--- src/rtl/game_sequencer_pkg.sv ---
// Shared types and constants for the game sequencer: state encoding,
// datapath step codes and the default frame period.
package game_sequencer_pkg;

  localparam int unsigned FRAME_TICKS_DEFAULT = 833333;
  localparam int          TICK_W              = 20;
  localparam int          STEP_OP_W           = 2;
  localparam int          SCORE_W             = 16;

  typedef enum logic [2:0] {
    ST_MENU,
    ST_MENU_WAIT,
    ST_FRAME_WAIT,
    ST_ERASE,
    ST_PHYS,
    ST_SCROLL,
    ST_DRAW,
    ST_OVER
  } state_e;

  localparam logic [STEP_OP_W-1:0] OP_ERASE  = 2'd0;
  localparam logic [STEP_OP_W-1:0] OP_PHYS   = 2'd1;
  localparam logic [STEP_OP_W-1:0] OP_SCROLL = 2'd2;
  localparam logic [STEP_OP_W-1:0] OP_DRAW   = 2'd3;

  function automatic logic is_game_state(state_e s);
    return (s == ST_FRAME_WAIT) || (s == ST_ERASE) || (s == ST_PHYS) ||
           (s == ST_SCROLL) || (s == ST_DRAW);
  endfunction

  function automatic logic is_step_state(state_e s);
    return (s == ST_ERASE) || (s == ST_PHYS) || (s == ST_SCROLL) || (s == ST_DRAW);
  endfunction

  function automatic logic [STEP_OP_W-1:0] op_of(state_e s);
    logic [STEP_OP_W-1:0] op;
    op = '0;
    case (s)
      ST_ERASE:  op = OP_ERASE;
      ST_PHYS:   op = OP_PHYS;
      ST_SCROLL: op = OP_SCROLL;
      ST_DRAW:   op = OP_DRAW;
      default:   op = '0;
    endcase
    return op;
  endfunction

endpackage

--- src/rtl/game_sequencer_if.sv ---
// Step handshake between the sequencer (master) and the drawing datapath (slave).
interface game_sequencer_if;
  import game_sequencer_pkg::*;

  logic                 step_req;
  logic [STEP_OP_W-1:0] step_op;
  logic                 step_done;
  logic                 endgame;

  modport master (output step_req, output step_op, input step_done, input endgame);
  modport slave  (input step_req, input step_op, output step_done, output endgame);

endinterface

--- src/rtl/game_sequencer_frame_ticker.sv ---
// Frame period counter with a one-deep pending-tick flag and a sticky
// overrun flag for ticks that arrive while one is still outstanding.
module frame_ticker
  import game_sequencer_pkg::*;
#(
  parameter int unsigned FRAME_TICKS = FRAME_TICKS_DEFAULT
) (
  input  logic clk,
  input  logic reset,
  input  logic enable,
  input  logic clear,
  input  logic consume,
  output logic pending,
  output logic overrun
);

  localparam logic [TICK_W-1:0] LAST = TICK_W'(FRAME_TICKS - 1);

  logic [TICK_W-1:0] cnt_q, cnt_d;
  logic              pending_q, pending_d;
  logic              overrun_q, overrun_d;
  logic              tick;

  always_comb begin
    tick      = enable && (cnt_q == LAST);
    cnt_d     = cnt_q;
    pending_d = pending_q;
    overrun_d = overrun_q;

    if (clear || !enable || tick) cnt_d = '0;
    else                          cnt_d = cnt_q + 1'b1;

    // A tick landing on the consume cycle re-arms pending rather than being lost.
    if (clear) begin
      pending_d = 1'b0;
      overrun_d = 1'b0;
    end else if (tick) begin
      pending_d = 1'b1;
      if (pending_q && !consume) overrun_d = 1'b1;
    end else if (consume) begin
      pending_d = 1'b0;
    end
  end

  always_ff @(posedge clk) begin
    if (reset) begin
      cnt_q     <= '0;
      pending_q <= 1'b0;
      overrun_q <= 1'b0;
    end else begin
      cnt_q     <= cnt_d;
      pending_q <= pending_d;
      overrun_q <= overrun_d;
    end
  end

  assign pending = pending_q;
  assign overrun = overrun_q;

endmodule

--- src/rtl/game_sequencer.sv ---
// Game control FSM: menu handshake on the go button, then one
// ERASE/PHYS/SCROLL/DRAW datapath sequence per frame tick until collision.
module game_sequencer
  import game_sequencer_pkg::*;
#(
  parameter int unsigned FRAME_TICKS = FRAME_TICKS_DEFAULT
) (
  input  logic                 clk,
  input  logic                 reset,
  input  logic                 go,
  input  logic                 grav,
  game_sequencer_if.master     dp,
  output logic                 startgame,
  output logic                 grav_frame,
  output logic [SCORE_W-1:0]   frame_count,
  output logic                 overrun
);

  state_e               state_q, state_d;
  logic                 go_q;
  logic                 go_rise;
  logic                 step_req_q, step_req_d;
  logic [STEP_OP_W-1:0] step_op_q, step_op_d;
  logic                 startgame_q, startgame_d;
  logic                 grav_frame_q, grav_frame_d;
  logic [SCORE_W-1:0]   frame_count_q, frame_count_d;
  logic                 pending;
  logic                 consume;
  logic                 clear;

  frame_ticker #(.FRAME_TICKS(FRAME_TICKS)) u_ticker (
    .clk     (clk),
    .reset   (reset),
    .enable  (startgame_q),
    .clear   (clear),
    .consume (consume),
    .pending (pending),
    .overrun (overrun)
  );

  always_comb begin
    go_rise       = go && !go_q;
    state_d       = state_q;
    consume       = 1'b0;
    clear         = 1'b0;
    grav_frame_d  = grav_frame_q;
    frame_count_d = frame_count_q;

    unique case (state_q)
      ST_MENU: begin
        if (go_rise) state_d = ST_MENU_WAIT;
      end
      ST_MENU_WAIT: begin
        if (!go) begin
          state_d       = ST_FRAME_WAIT;
          clear         = 1'b1;
          frame_count_d = '0;
        end
      end
      ST_FRAME_WAIT: begin
        if (pending) begin
          state_d      = ST_ERASE;
          consume      = 1'b1;
          grav_frame_d = grav;
        end
      end
      ST_ERASE: begin
        if (dp.step_done) state_d = ST_PHYS;
      end
      ST_PHYS: begin
        if (dp.step_done) state_d = dp.endgame ? ST_OVER : ST_SCROLL;
      end
      ST_SCROLL: begin
        if (dp.step_done) state_d = ST_DRAW;
      end
      ST_DRAW: begin
        if (dp.step_done) begin
          state_d = ST_FRAME_WAIT;
          if (frame_count_q != {SCORE_W{1'b1}}) frame_count_d = frame_count_q + 1'b1;
        end
      end
      ST_OVER: begin
        if (go_rise) state_d = ST_MENU;
      end
      default: state_d = ST_MENU;
    endcase

    // Outputs are decoded from the next state so they register alongside it.
    step_req_d  = is_step_state(state_d) && (state_d != state_q);
    step_op_d   = is_step_state(state_d) ? op_of(state_d) : '0;
    startgame_d = is_game_state(state_d);
  end

  always_ff @(posedge clk) begin
    if (reset) begin
      state_q       <= ST_MENU;
      go_q          <= 1'b0;
      step_req_q    <= 1'b0;
      step_op_q     <= '0;
      startgame_q   <= 1'b0;
      grav_frame_q  <= 1'b0;
      frame_count_q <= '0;
    end else begin
      state_q       <= state_d;
      go_q          <= go;
      step_req_q    <= step_req_d;
      step_op_q     <= step_op_d;
      startgame_q   <= startgame_d;
      grav_frame_q  <= grav_frame_d;
      frame_count_q <= frame_count_d;
    end
  end

  assign dp.step_req  = step_req_q;
  assign dp.step_op   = step_op_q;
  assign startgame    = startgame_q;
  assign grav_frame   = grav_frame_q;
  assign frame_count  = frame_count_q;

endmodule
--- src/flat_wrapper.sv ---
// flat-port wrapper written by rule: the top's interface ports become plain ports
module game_sequencer_flat import game_sequencer_pkg::*;
#(
  parameter int unsigned FRAME_TICKS = FRAME_TICKS_DEFAULT
)
  (clk, reset, go, grav, startgame, grav_frame, frame_count, overrun, dp_step_req, dp_step_op, dp_step_done, dp_endgame);
  game_sequencer_if dp_i ();
  input  logic clk;
  input  logic reset;
  input  logic go;
  input  logic grav;
  output logic startgame;
  output logic grav_frame;
  output logic [SCORE_W-1:0] frame_count;
  output logic overrun;
  output wire logic [$bits(dp_i.step_req)-1:0] dp_step_req;
  output wire logic [$bits(dp_i.step_op)-1:0] dp_step_op;
  input wire logic [$bits(dp_i.step_done)-1:0] dp_step_done;
  input wire logic [$bits(dp_i.endgame)-1:0] dp_endgame;
  assign dp_step_req = dp_i.step_req;
  assign dp_step_op = dp_i.step_op;
  assign dp_i.step_done = dp_step_done;
  assign dp_i.endgame = dp_endgame;
  game_sequencer #(.FRAME_TICKS(FRAME_TICKS)) u_core (.clk(clk), .reset(reset), .go(go), .grav(grav), .dp(dp_i), .startgame(startgame), .grav_frame(grav_frame), .frame_count(frame_count), .overrun(overrun));
endmodule
--- config.mk ---
export PLATFORM = sky130hd
export DESIGN_NAME = game_sequencer_flat
export DESIGN_NICKNAME = d
export VERILOG_FILES = /design/src/rtl/game_sequencer_pkg.sv /design/src/rtl/game_sequencer_if.sv /design/src/rtl/game_sequencer_frame_ticker.sv /design/src/rtl/game_sequencer.sv /design/src/flat_wrapper.sv
export SDC_FILE = /design/constraint.sdc
export NUM_CORES = 1
export LEC_CHECK = 0
export BUFFER_PORTS_ARGS = -buffer_cell sky130_fd_sc_hd__buf_2
export CAP_MARGIN = 20
export CORE_ASPECT_RATIO = 0.7
export CORE_MARGIN = 2
export CORE_UTILIZATION = 60
export CTS_CLUSTER_DIAMETER = 40
export CTS_CLUSTER_SIZE = 24
export DETAILED_ROUTE_END_ITERATION = 6
export PLACE_DENSITY = 0.87
export SYNTH_ARGS = -nofsm -noshare
export SYNTH_HDL_FRONTEND = slang
export SYNTH_SLANG_ARGS = --single-unit
--- constraint.sdc ---
create_clock -name clk -period 5.2 [get_ports clk]
set_input_delay 1.04 -clock clk [delete_from_list [all_inputs] [get_ports clk]]
set_output_delay 1.04 -clock clk [all_outputs]
set_load 0.03 [all_outputs]
==> results.md, run 1 <==
- Register-to-register setup slack: 3.19 ns
- Antenna violations before repair: 0
- Die ar.: 4320 um^2
- Cell area after synthesis: 2280 um^2
- RSZ-0062 raised after global routing: false
- Drc violations: 0
- Fraction of synthesized area in multiplexers: 0.878%
- Cells on Worst Hold Path: 2
- Hold_sp: u_core.grav_frame
- Startpoint types: input port
- Basic-gate share of the synthesized area counting and, or, nand and nor cells: 30.6%
- DP Wirelength: 3230 um
- Main flop type after synthesis: dfxtp_1
- Skew-Pair Late Insertion Delay: 0.30 ns
- Final setup violation count: 0
- Total Neg Setup Slack: 0 ns
- Final net count: 308
- Area post-placement: 2430 um^2
- Max-capacitance violation count: 0
- Peak ir drop on the vdd network: 0.252 mV
- Clock transition at the registers of the reported paths: 0.08 ns
- Final weighted congestion of routability-driven global placement: 0.815
- Starting DRT DRC Count: 101
- Pwr Total: 0.683 mW
- Total area of sequential cells: 941 um^2
- Synthesized area divided by synthesized cell count: 8.36 um^2
- Number of synthesized flops with an enable pin: 0
- Count of buffers inserted at the top-level ports: 27
- Fraction of layout cells with a size suffix above 1: 12.4%
- Iteration count of the initial detailed-routing pass: 4
- Worst Hold Path EP: u_core.grav_frame
- Outcome: finished clean
- Number of warnings reported in the yosys synthesis log: 0
- Crit path arrival time: 2.43 ns
- Reg-to-Reg Start: u_core.u_ticker.cnt_q[14]
- Leading cell types in the layout, fill and taps excluded: nor2_1 (49), dfxtp_1 (47), buf_2 (27), nand2_1 (23)
- Worst slew margin relative to its limit: 62.4%
- Die span in x: 77.7 um
- Share of async-settable or async-resettable flops after synthesis: 0%
- Post-layout min period: 2.23 ns
- Pwr dens: 270 nW/um^2
- Post-detailed-route wirelength per cell: 12.7 um
- # resized after CTS: 0
- Maximum number of pins on one net before global-route repair: 21
- Area added between synthesis and finish: 11.0%
- Delay contributed by the slowest stage of the critical path: 0.47 ns
- Remaining number of nets flagged by the antenna check after routing: 0
- Multi-input gate area: 1240 um^2
- Total global-route track usage: 21.9%
- Syn nets: 282
- Post-synthesis share of cell area spent on full adders, half adders and majority gates: 1.65%
- Number of core rows: 18
- Critical path fanouts, max: 12
- TritonCTS clock tree: done
- Worst-case clock skew: 0.00680 ns
- Required time worst endpoint: 5.39 ns
- Critical-path cell list: buf_2, nand4b_4, or3_1, nor2_1, a21oi_1, a31o_2
- Via count of the first global-routing pass: 1,672
- Highest clock frequency the design can meet: 448 MHz
- Register bit total from synthesis: 47
- Number of distinct library cells after synthesis: 43
- Standby leakage power: 0.959 nW
- Combinational family with the most area after synthesis: simple AND/OR/NAND/NOR gates
- Critical Path End Type: flop
- Cts bufs inserted: 5
- Maximum buffer depth of the clock tree: 2
- Final slew viol count: 0
- Hold violation total from the final report: 0
- CTS hold repair buffers: 0
- Remaining global-route overflow: 0
- Post-Route WL: 4440 um
- Standard cell with the maximum stage delay on the critical path: or3_1
- Class of the tightest hold or removal check: reg -> reg
- Area of the core: 3580 um^2
- Average vias per placed instance: 5.67
- Wire length of the first global-routing pass: 7600 um
- Buffer type at the clock tree root: clkbuf_8
- Crit path kind: in -> reg
- Synthesized instance count: 273
- CTS sink cnt: 47
- Actual slew at the worst max-slew pin: 0.559 ns
- Portion of the clock cycle consumed by the worst path in the final layout: 43.0%
- Final worst hold slack: 0.463 ns
- Terminus of the critical flop-to-flop path: u_core.u_ticker.cnt_q[8]
- Sequential element share of the synthesized area: 41.3%
- Starting density of the core: 63.7%
- Number of buffers inserted by post-CTS setup repair: 0
- Area fraction in compound gates after synthesis: 9.05%
- Most common cell after layout, fill and taps aside: nor2_1
- Top Ports: 28
- Final design instance area without fill: 2530 um^2
- Share of the core filled with cells in the final layout: 70.7%
- Number of levels in the clock H-tree: 2
- Height of the die: 55.6 um
- Xor/xnor cell area share of the yosys netlist: 12.3%
- Diode insertion count for antenna repair: 0
- Detailed-route via count: 1,978
- FF-to-FF path depth: 5
- Number of fill cells: 298
-- metrics by stage --
| stage | worst slack [ns] | cells |
|---|---|---|
| floorplan | 3.04 | 273 |
| global placement | 2.70 | 342 |
| detailed placement | 2.65 | 342 |
| CTS | 2.97 | 349 |
| global route | 2.80 | 349 |
| finish | 2.97 | 349 |
-- layout make-up --
type | count | share of cell area (%)
Multi-Input combinational cell | 206 | 49.1
Sequential cell | 47 | 37.2
Timing Repair Buffer | 28 | 5.63
Clock buffer | 6 | 2.87
Tap cell | 50 | 2.47
Inverter | 11 | 1.63
Clock inverter | 1 | 1.19
-- critical path: cells and delay by family --
kind	cells	cell delay [ns]
and+or+nand+nor	3	0.86
AOI/OAI and AO/OA	2	0.30
buffers and inverters	1	0.23
-- how the worst max path moves through the flow --
stage | end | depth (start not counted) | slack [ns] | from
2_1_floorplan | u_core.frame_count[13] | 5 | 3.04 | dp_step_done
3_3_place_gp | u_core.frame_count[13] | 6 | 2.70 | dp_step_done
3_5_place_dp | u_core.frame_count[7] | 6 | 2.65 | dp_step_done
4_1_cts | u_core.frame_count[7] | 6 | 2.97 | dp_step_done
5_1_grt | u_core.frame_count[7] | 6 | 2.80 | dp_step_done
6_report | u_core.frame_count[7] | 6 | 2.97 | dp_step_done
-- layer usage --
metal,GRT usage [%],wire length (um),vias up
met5,0,0,-
met1,30.6,2160,912
met3,5.36,282,7
li1,-,-,999
met2,33.7,1950,60
met4,6.12,48,0
-- Yosys cell counts (2+ instances only) --
cell type	number	area, um^2
buf_6	2	22.5
o21a_1	2	15.0
nand2b_1	4	25.0
and2_1	2	12.5
nor3_1	11	55.1
xnor2_1	16	140
and3_1	2	12.5
nand4_1	15	93.8
dfxtp_1	47	941
o21ai_0	6	30.0
nor2b_1	3	18.8
nand2_1	23	86.3
inv_1	11	41.3
or4_1	2	15.0
nor4_1	3	18.8
mux2i_1	2	20.0
a31oi_1	3	18.8
a21oi_1	5	25.0
nand3_1	15	75.1
o31ai_1	2	15.0
or3_1	2	12.5
buf_2	6	30.0
nor2_1	49	184
a211oi_1	3	22.5
and4_1	2	17.5
xor2_1	16	140
ha_1	3	37.5
-- power by group --
part           leakage [nW]  internal (mW)  total, mW  switching (mW)
Sequential            0.380          0.365      0.377          0.0116
Combinational         0.529         0.0185     0.0520          0.0335
Clock                0.0513          0.141      0.255           0.114
-- kinds of logic after synthesis --
group	after synthesis
AO/OA/AOI/OAI	30
XOR/XNOR	32
adder cells (fa/ha/maj)	3
buffers and inverters	20
flip-flops	47
multiplexers	2
AND/OR/NAND/NOR	139
-- state kept, by name, summed over array words and instances, names as in the netlist --
name / count
u_core.dp.step_op: 2
u_core.dp.step_req: 1
u_core.frame_count: 16
u_core.go_q: 1
u_core.grav_frame: 1
u_core.startgame: 1
u_core.state_q: 3
u_core.u_ticker.cnt_q: 20
u_core.u_ticker.overrun: 1
u_core.u_ticker.pending: 1
Power figures use the tool's default switching activity.
==> run 2, diff against run 1 <==
--- a/config.mk
+++ b/config.mk
@@ -9,11 +9,11 @@
 export CAP_MARGIN = 20
 export CORE_ASPECT_RATIO = 0.7
 export CORE_MARGIN = 2
-export CORE_UTILIZATION = 60
+export CORE_UTILIZATION = 52
 export CTS_CLUSTER_DIAMETER = 40
 export CTS_CLUSTER_SIZE = 24
 export DETAILED_ROUTE_END_ITERATION = 6
-export PLACE_DENSITY = 0.87
+export PLACE_DENSITY = 0.8
 export SYNTH_ARGS = -nofsm -noshare
 export SYNTH_HDL_FRONTEND = slang
 export SYNTH_SLANG_ARGS = --single-unit
==> constraint.sdc (replaced) <==
create_clock -name clk -period 2.04 [get_ports clk]
set_input_delay 0.408 -clock clk [delete_from_list [all_inputs] [get_ports clk]]
set_output_delay 0.408 -clock clk [all_outputs]
set_load 0.03 [all_outputs]
==> results.md, run 2 (synthesized netlist as in run 1, its figures left out) <==
- Outcome: finished clean
- Met3 WL: 351 um
- Final net count: 318
- Post-Route WL: 4490 um
- Cell count after placement: 357
- Startpoint types: flop
- Via count of the first global-routing pass: 1,753
- CTS hold repair buffers: 0
- Starting density of the core: 53.3%
- Final design instance area without fill: 2620 um^2
- Detailed-route via count: 1,997
- Worst-case clock skew: 0.00541 ns
- Final slew viol count: 0
- Diode insertion count for antenna repair: 0
- Post-layout worst setup margin: 0.217 ns
- Most flop-heavy register: u_core.u_ticker.cnt_q
- Worst setup slack before clock tree synthesis: 0.140 ns
- Leading cell types in the layout, fill and taps excluded: nor2_1 (49), dfxtp_1 (47), buf_2 (27), nand2_1 (23)
- Final weighted congestion of routability-driven global placement: 0.877
- Total global-route track usage: 20.0%
- Met1 layer wirelength in the final routing: 2220 um
- RSZ-0062 raised after global routing: false
- Critical-path cell list: or4_1, nor4_1, nand4_1, nor3_1, o21a_1
- Standard cell with the maximum stage delay on the critical path: or4_1
- Number of buffers inserted by post-CTS setup repair: 0
- Starting DRT DRC Count: 114
- Max-capacitance violation count: 0
- Highest clock frequency the design can meet: 549 MHz
- Largest register FFs: 20
- Skew-Pair Late Insertion Delay: 0.30 ns
- Post-layout min period: 1.82 ns
- Crit path kind: reg -> reg
- Number of levels in the clock H-tree: 2
- Fraction of layout cells with a size suffix above 1: 15.5%
- Pwr dens: 655 nW/um^2
- Antenna violations before repair: 0
- Critical path fanouts, max: 6
- Met2 WL post-DR: 1860 um
- Class of the tightest hold or removal check: in -> reg
- Crit path arrival time: 2.07 ns
- Maximum number of pins on one net before global-route repair: 21
- Number of core rows: 20
- Die span in x: 83.2 um
- Remaining number of nets flagged by the antenna check after routing: 0
- Worst slew margin relative to its limit: 66.3%
- Die ar.: 4940 um^2
- Top Ports: 28
- Most common cell after layout, fill and taps aside: nor2_1
- Standby leakage power: 1.01 nW
- Area post-placement: 2510 um^2
- Final setup violation count: 0
- Cts bufs inserted: 5
- Buffer type at the clock tree root: clkbuf_8
- Count of buffers inserted at the top-level ports: 27
- Non-filler instance count after layout: 365
- Post-detailed-route wirelength per cell: 12.3 um
- Height of the die: 59.4 um
- Iteration count of the initial detailed-routing pass: 4
- Top sig layer: met4
- Clock transition at the registers of the reported paths: 0.08 ns
- Area of the core: 4280 um^2
- Average vias per placed instance: 5.47
- Wire length of the first global-routing pass: 7800 um
- DP Wirelength: 3360 um
- # resized after CTS: 0
- Required time worst endpoint: 2.29 ns
- Drc violations: 0
- Critical Path End Type: flop
- Area added between synthesis and finish: 14.8%
- Hold violation total from the final report: 0
- Peak ir drop on the vdd network: 0.385 mV
- Total Neg Setup Slack: 0 ns
- Portion of the clock cycle consumed by the worst path in the final layout: 89.4%
- CTS sink cnt: 47
- TritonCTS clock tree: done
- Actual slew at the worst max-slew pin: 0.501 ns
- Delay contributed by the slowest stage of the critical path: 0.51 ns
- Remaining global-route overflow: 0
- Maximum buffer depth of the clock tree: 2
run 2: cell count changes in the layout (fill, tap and decap cells not counted), sizes merged:
cell,change
bufinv,-1
clkbuf,+2
buf,+10
run 2: critical path, delay by kind of cell, from the launching register on:
kind	cells	cell delay, ns
and+or+nand+nor	4	1.27
DFF	1	0.37
AOI/OAI and AO/OA	1	0.13
run 2: path summary, 6_finish.rpt:
kind / start / end / slack, ns / depth (start not counted)
worst max-delay path: u_core.u_ticker.cnt_q[14] / u_core.u_ticker.overrun / 0.22 / 5
worst min-delay path: reset / u_core.state_q[0] / 0.36 / 2
worst max register to register: u_core.u_ticker.cnt_q[14] / u_core.u_ticker.overrun / 0.22 / 5
worst min register to register: u_core.u_ticker.overrun / u_core.u_ticker.overrun / 0.46 / 1
run 2: final cells by class:
cell class | instances | area, um^2
multi-input combinational | 206 | 1250
timing repair buffer | 38 | 218
sequential | 47 | 941
fill | 363 | 1660
tap | 55 | 68.8
clock buffer | 8 | 100
inverter | 11 | 41.3
run 2: report_power, final:
group,leakage [nW],internal [mW],switching (mW)
combinational,0.580,0.0605,0.105
clock,0.0515,0.309,0.293
sequential,0.380,0.931,0.0150
run 2: metal layers:
metal / vias up / GRT usage [%]
met2: 58 / 30.9
met3: 6 / 6.69
met1: 916 / 26.7
li1: 1017 / -
met4: 0 / 6.32
met5: - / 0
run 2: per-stage QoR:
stage / total power [mW] / utilization (%) / hold WS [ns]
finish: 1.71 / 61.2 / 0.356
global route: 1.80 / 61.2 / 0.347
CTS: 1.73 / 61.0 / 0.338
detailed placement: 1.13 / 58.7 / 0.454
global placement: 1.13 / 58.7 / 0.444
floorplan: 1.09 / - / 0.441
==> run 3, diff against run 2 <==
--- a/config.mk
+++ b/config.mk
@@ -14,6 +14,7 @@
 export CTS_CLUSTER_SIZE = 24
 export DETAILED_ROUTE_END_ITERATION = 6
 export PLACE_DENSITY = 0.8
+export REMOVE_ABC_BUFFERS = 1
 export SYNTH_ARGS = -nofsm -noshare
 export SYNTH_HDL_FRONTEND = slang
 export SYNTH_SLANG_ARGS = --single-unit
==> results.md, run 3 (synthesized netlist as in run 1, its figures left out) <==
- Cts bufs inserted: 5
- Most common cell after layout, fill and taps aside: nor2_1
- Number of buffers inserted by post-CTS setup repair: 0
- Worst-case clock skew: 0.0104 ns
- Maximum number of pins on one net before global-route repair: 21
- Hold violation total from the final report: 0
- Total global-route track usage: 19.8%
- Post-detailed-route wirelength per cell: 12.5 um
- Die ar.: 4940 um^2
- Final net count: 316
- Maximum buffer depth of the clock tree: 2
- Buffer type at the clock tree root: clkbuf_8
- Top Ports: 28
- Final setup violation count: 0
- Skew-Pair Late Insertion Delay: 0.31 ns
- Largest register FFs: 20
- Peak ir drop on the vdd network: 0.368 mV
- Leading cell types in the layout, fill and taps excluded: nor2_1 (49), dfxtp_1 (47), buf_2 (27), nand2_1 (23)
- Final worst hold slack: 0.337 ns
- Logic gate share of total power: 10.0%
- Max-capacitance violation count: 0
- Diode insertion count for antenna repair: 0
- CTS hold repair buffers: 0
- Final slew viol count: 0
- Share of the core filled with cells in the final layout: 60.7%
- Post-layout min period: 1.79 ns
- Height of the die: 59.4 um
- DP Wirelength: 3350 um
- Total area of sequential cells: 941 um^2
- CTS sink cnt: 47
- Die span in x: 83.2 um
- Portion of the clock cycle consumed by the worst path in the final layout: 87.9%
- Starting density of the core: 53.3%
- Remaining number of nets flagged by the antenna check after routing: 0
- Final design instance area without fill: 2600 um^2
- Critical path fanouts, max: 9
- Worst slew margin relative to its limit: 67.4%
- Antenna violations before repair: 0
- Startpoint types: flop
- Clock transition at the registers of the reported paths: 0.09 ns
- Total net switching power: 0.431 mW
- Clk network pwr share: 33.2%
- Area added between synthesis and finish: 13.9%
- Flop pwr share: 56.8%
- Pwr Total: 1.66 mW
- Fraction of layout cells with a size suffix above 1: 15.6%
- RSZ-0062 raised after global routing: false
- Switching part of the total power: 25.9%
- Required time worst endpoint: 2.25 ns
- Count of buffers inserted at the top-level ports: 27
- Most flop-heavy register: u_core.u_ticker.cnt_q
- Critical Path End Type: flop
- Actual slew at the worst max-slew pin: 0.486 ns
- Post-Route WL: 4530 um
- Area of the core: 4280 um^2
- Pwr dens: 639 nW/um^2
- Wire length of the first global-routing pass: 7800 um
- Outcome: finished clean
- Highest clock frequency the design can meet: 558 MHz
- Area post-placement: 2500 um^2
- Multi-input gate area: 1260 um^2
- Number of core rows: 20
- Average vias per placed instance: 5.42
- Drc violations: 0
- Final weighted congestion of routability-driven global placement: 0.874
- Number of levels in the clock H-tree: 2
- Iteration count of the initial detailed-routing pass: 4
- Crit path arrival time: 2.00 ns
- Remaining global-route overflow: 0
- Crit path kind: reg -> reg
- FF-to-FF path depth: 5
- Class of the tightest hold or removal check: in -> reg
- Number of fill cells: 371
- TritonCTS clock tree: done
- Via count of the first global-routing pass: 1,678
- Starting DRT DRC Count: 111
- Detailed-route via count: 1,968
- P_int: 1.23 mW
- Cells on Worst Hold Path: 3
- Standby leakage power: 0.990 nW
-- run 3: cell count changes in the layout (fill, tap and decap cells not counted) --
cell        change
nor4_2          +1
clkinv_2        +1
clkbuf_8        -2
clkbuf_1        -1
buf_4           -2
nor4_1          -1
clkinvlp_4      +2
-- run 3: repair_timing --
item | in CTS | in global routing
endpoints found under the hold margin | 0 | 0
endpoints found under the setup margin | 0 | 20
gates resized for setup | 0 | 2
-- run 3: layout make-up --
| type | instances | share of cell area [%] |
|---|---|---|
| Multi-Input combinational cell | 206 | 48.3 |
| Sequential cell | 47 | 36.2 |
| Timing Repair Buffer | 36 | 7.80 |
| Clock buffer | 5 | 2.65 |
| Tap cell | 55 | 2.65 |
| Inverter | 11 | 1.59 |
| Clock inverter | 3 | 0.770 |
-- run 3: path summary, 6_finish.rpt --
kind                                   startpoint                    end  slack, ns
worst min register to register  u_core.grav_frame      u_core.grav_frame       0.46
worst max-delay path            u_core.state_q[2]  u_core.frame_count[7]       0.25
worst min-delay path                         grav      u_core.grav_frame       0.34
worst max register to register  u_core.state_q[2]  u_core.frame_count[7]       0.25
-- run 3: per-stage QoR --
stage	worst slack [ns]	TNS (ns)	std cells
after CTS	0.0794	0	363
after floorplan	-0.254	-1.92	264
after detailed placement	0.0827	0	355
after global routing	0.0909	0	363
after global placement	0.204	0	355
final	0.247	0	363
-- run 3: per-layer routing --
metal,up-vias,part of all wire (%),track usage [%]
met5,-,0,0
met1,900,49,26.7
met4,0,1.6,8.90
met3,7,5.0,4.87
met2,44,45,30.6
li1,1017,-,-
-- run 3: power by group through the flow --
| stage | logic (mW) | registers, mW | clock network (mW) |
|---|---|---|---|
| global placement | 0.162 | 0.964 | 0 |
| finish | 0.166 | 0.943 | 0.551 |
| floorplan | 0.0853 | 0.986 | 0 |
| global route | 0.188 | 0.946 | 0.609 |
| detailed placement | 0.163 | 0.964 | 0 |
| CTS | 0.164 | 0.942 | 0.576 |
-- run 3: critical path: stages, from the launching register on --
cell,delay (ns)
dfxtp_1,0.49
nand4b_4,0.21
or3_1,0.47
nor2_1,0.20
a21oi_1,0.10
a31o_2,0.22
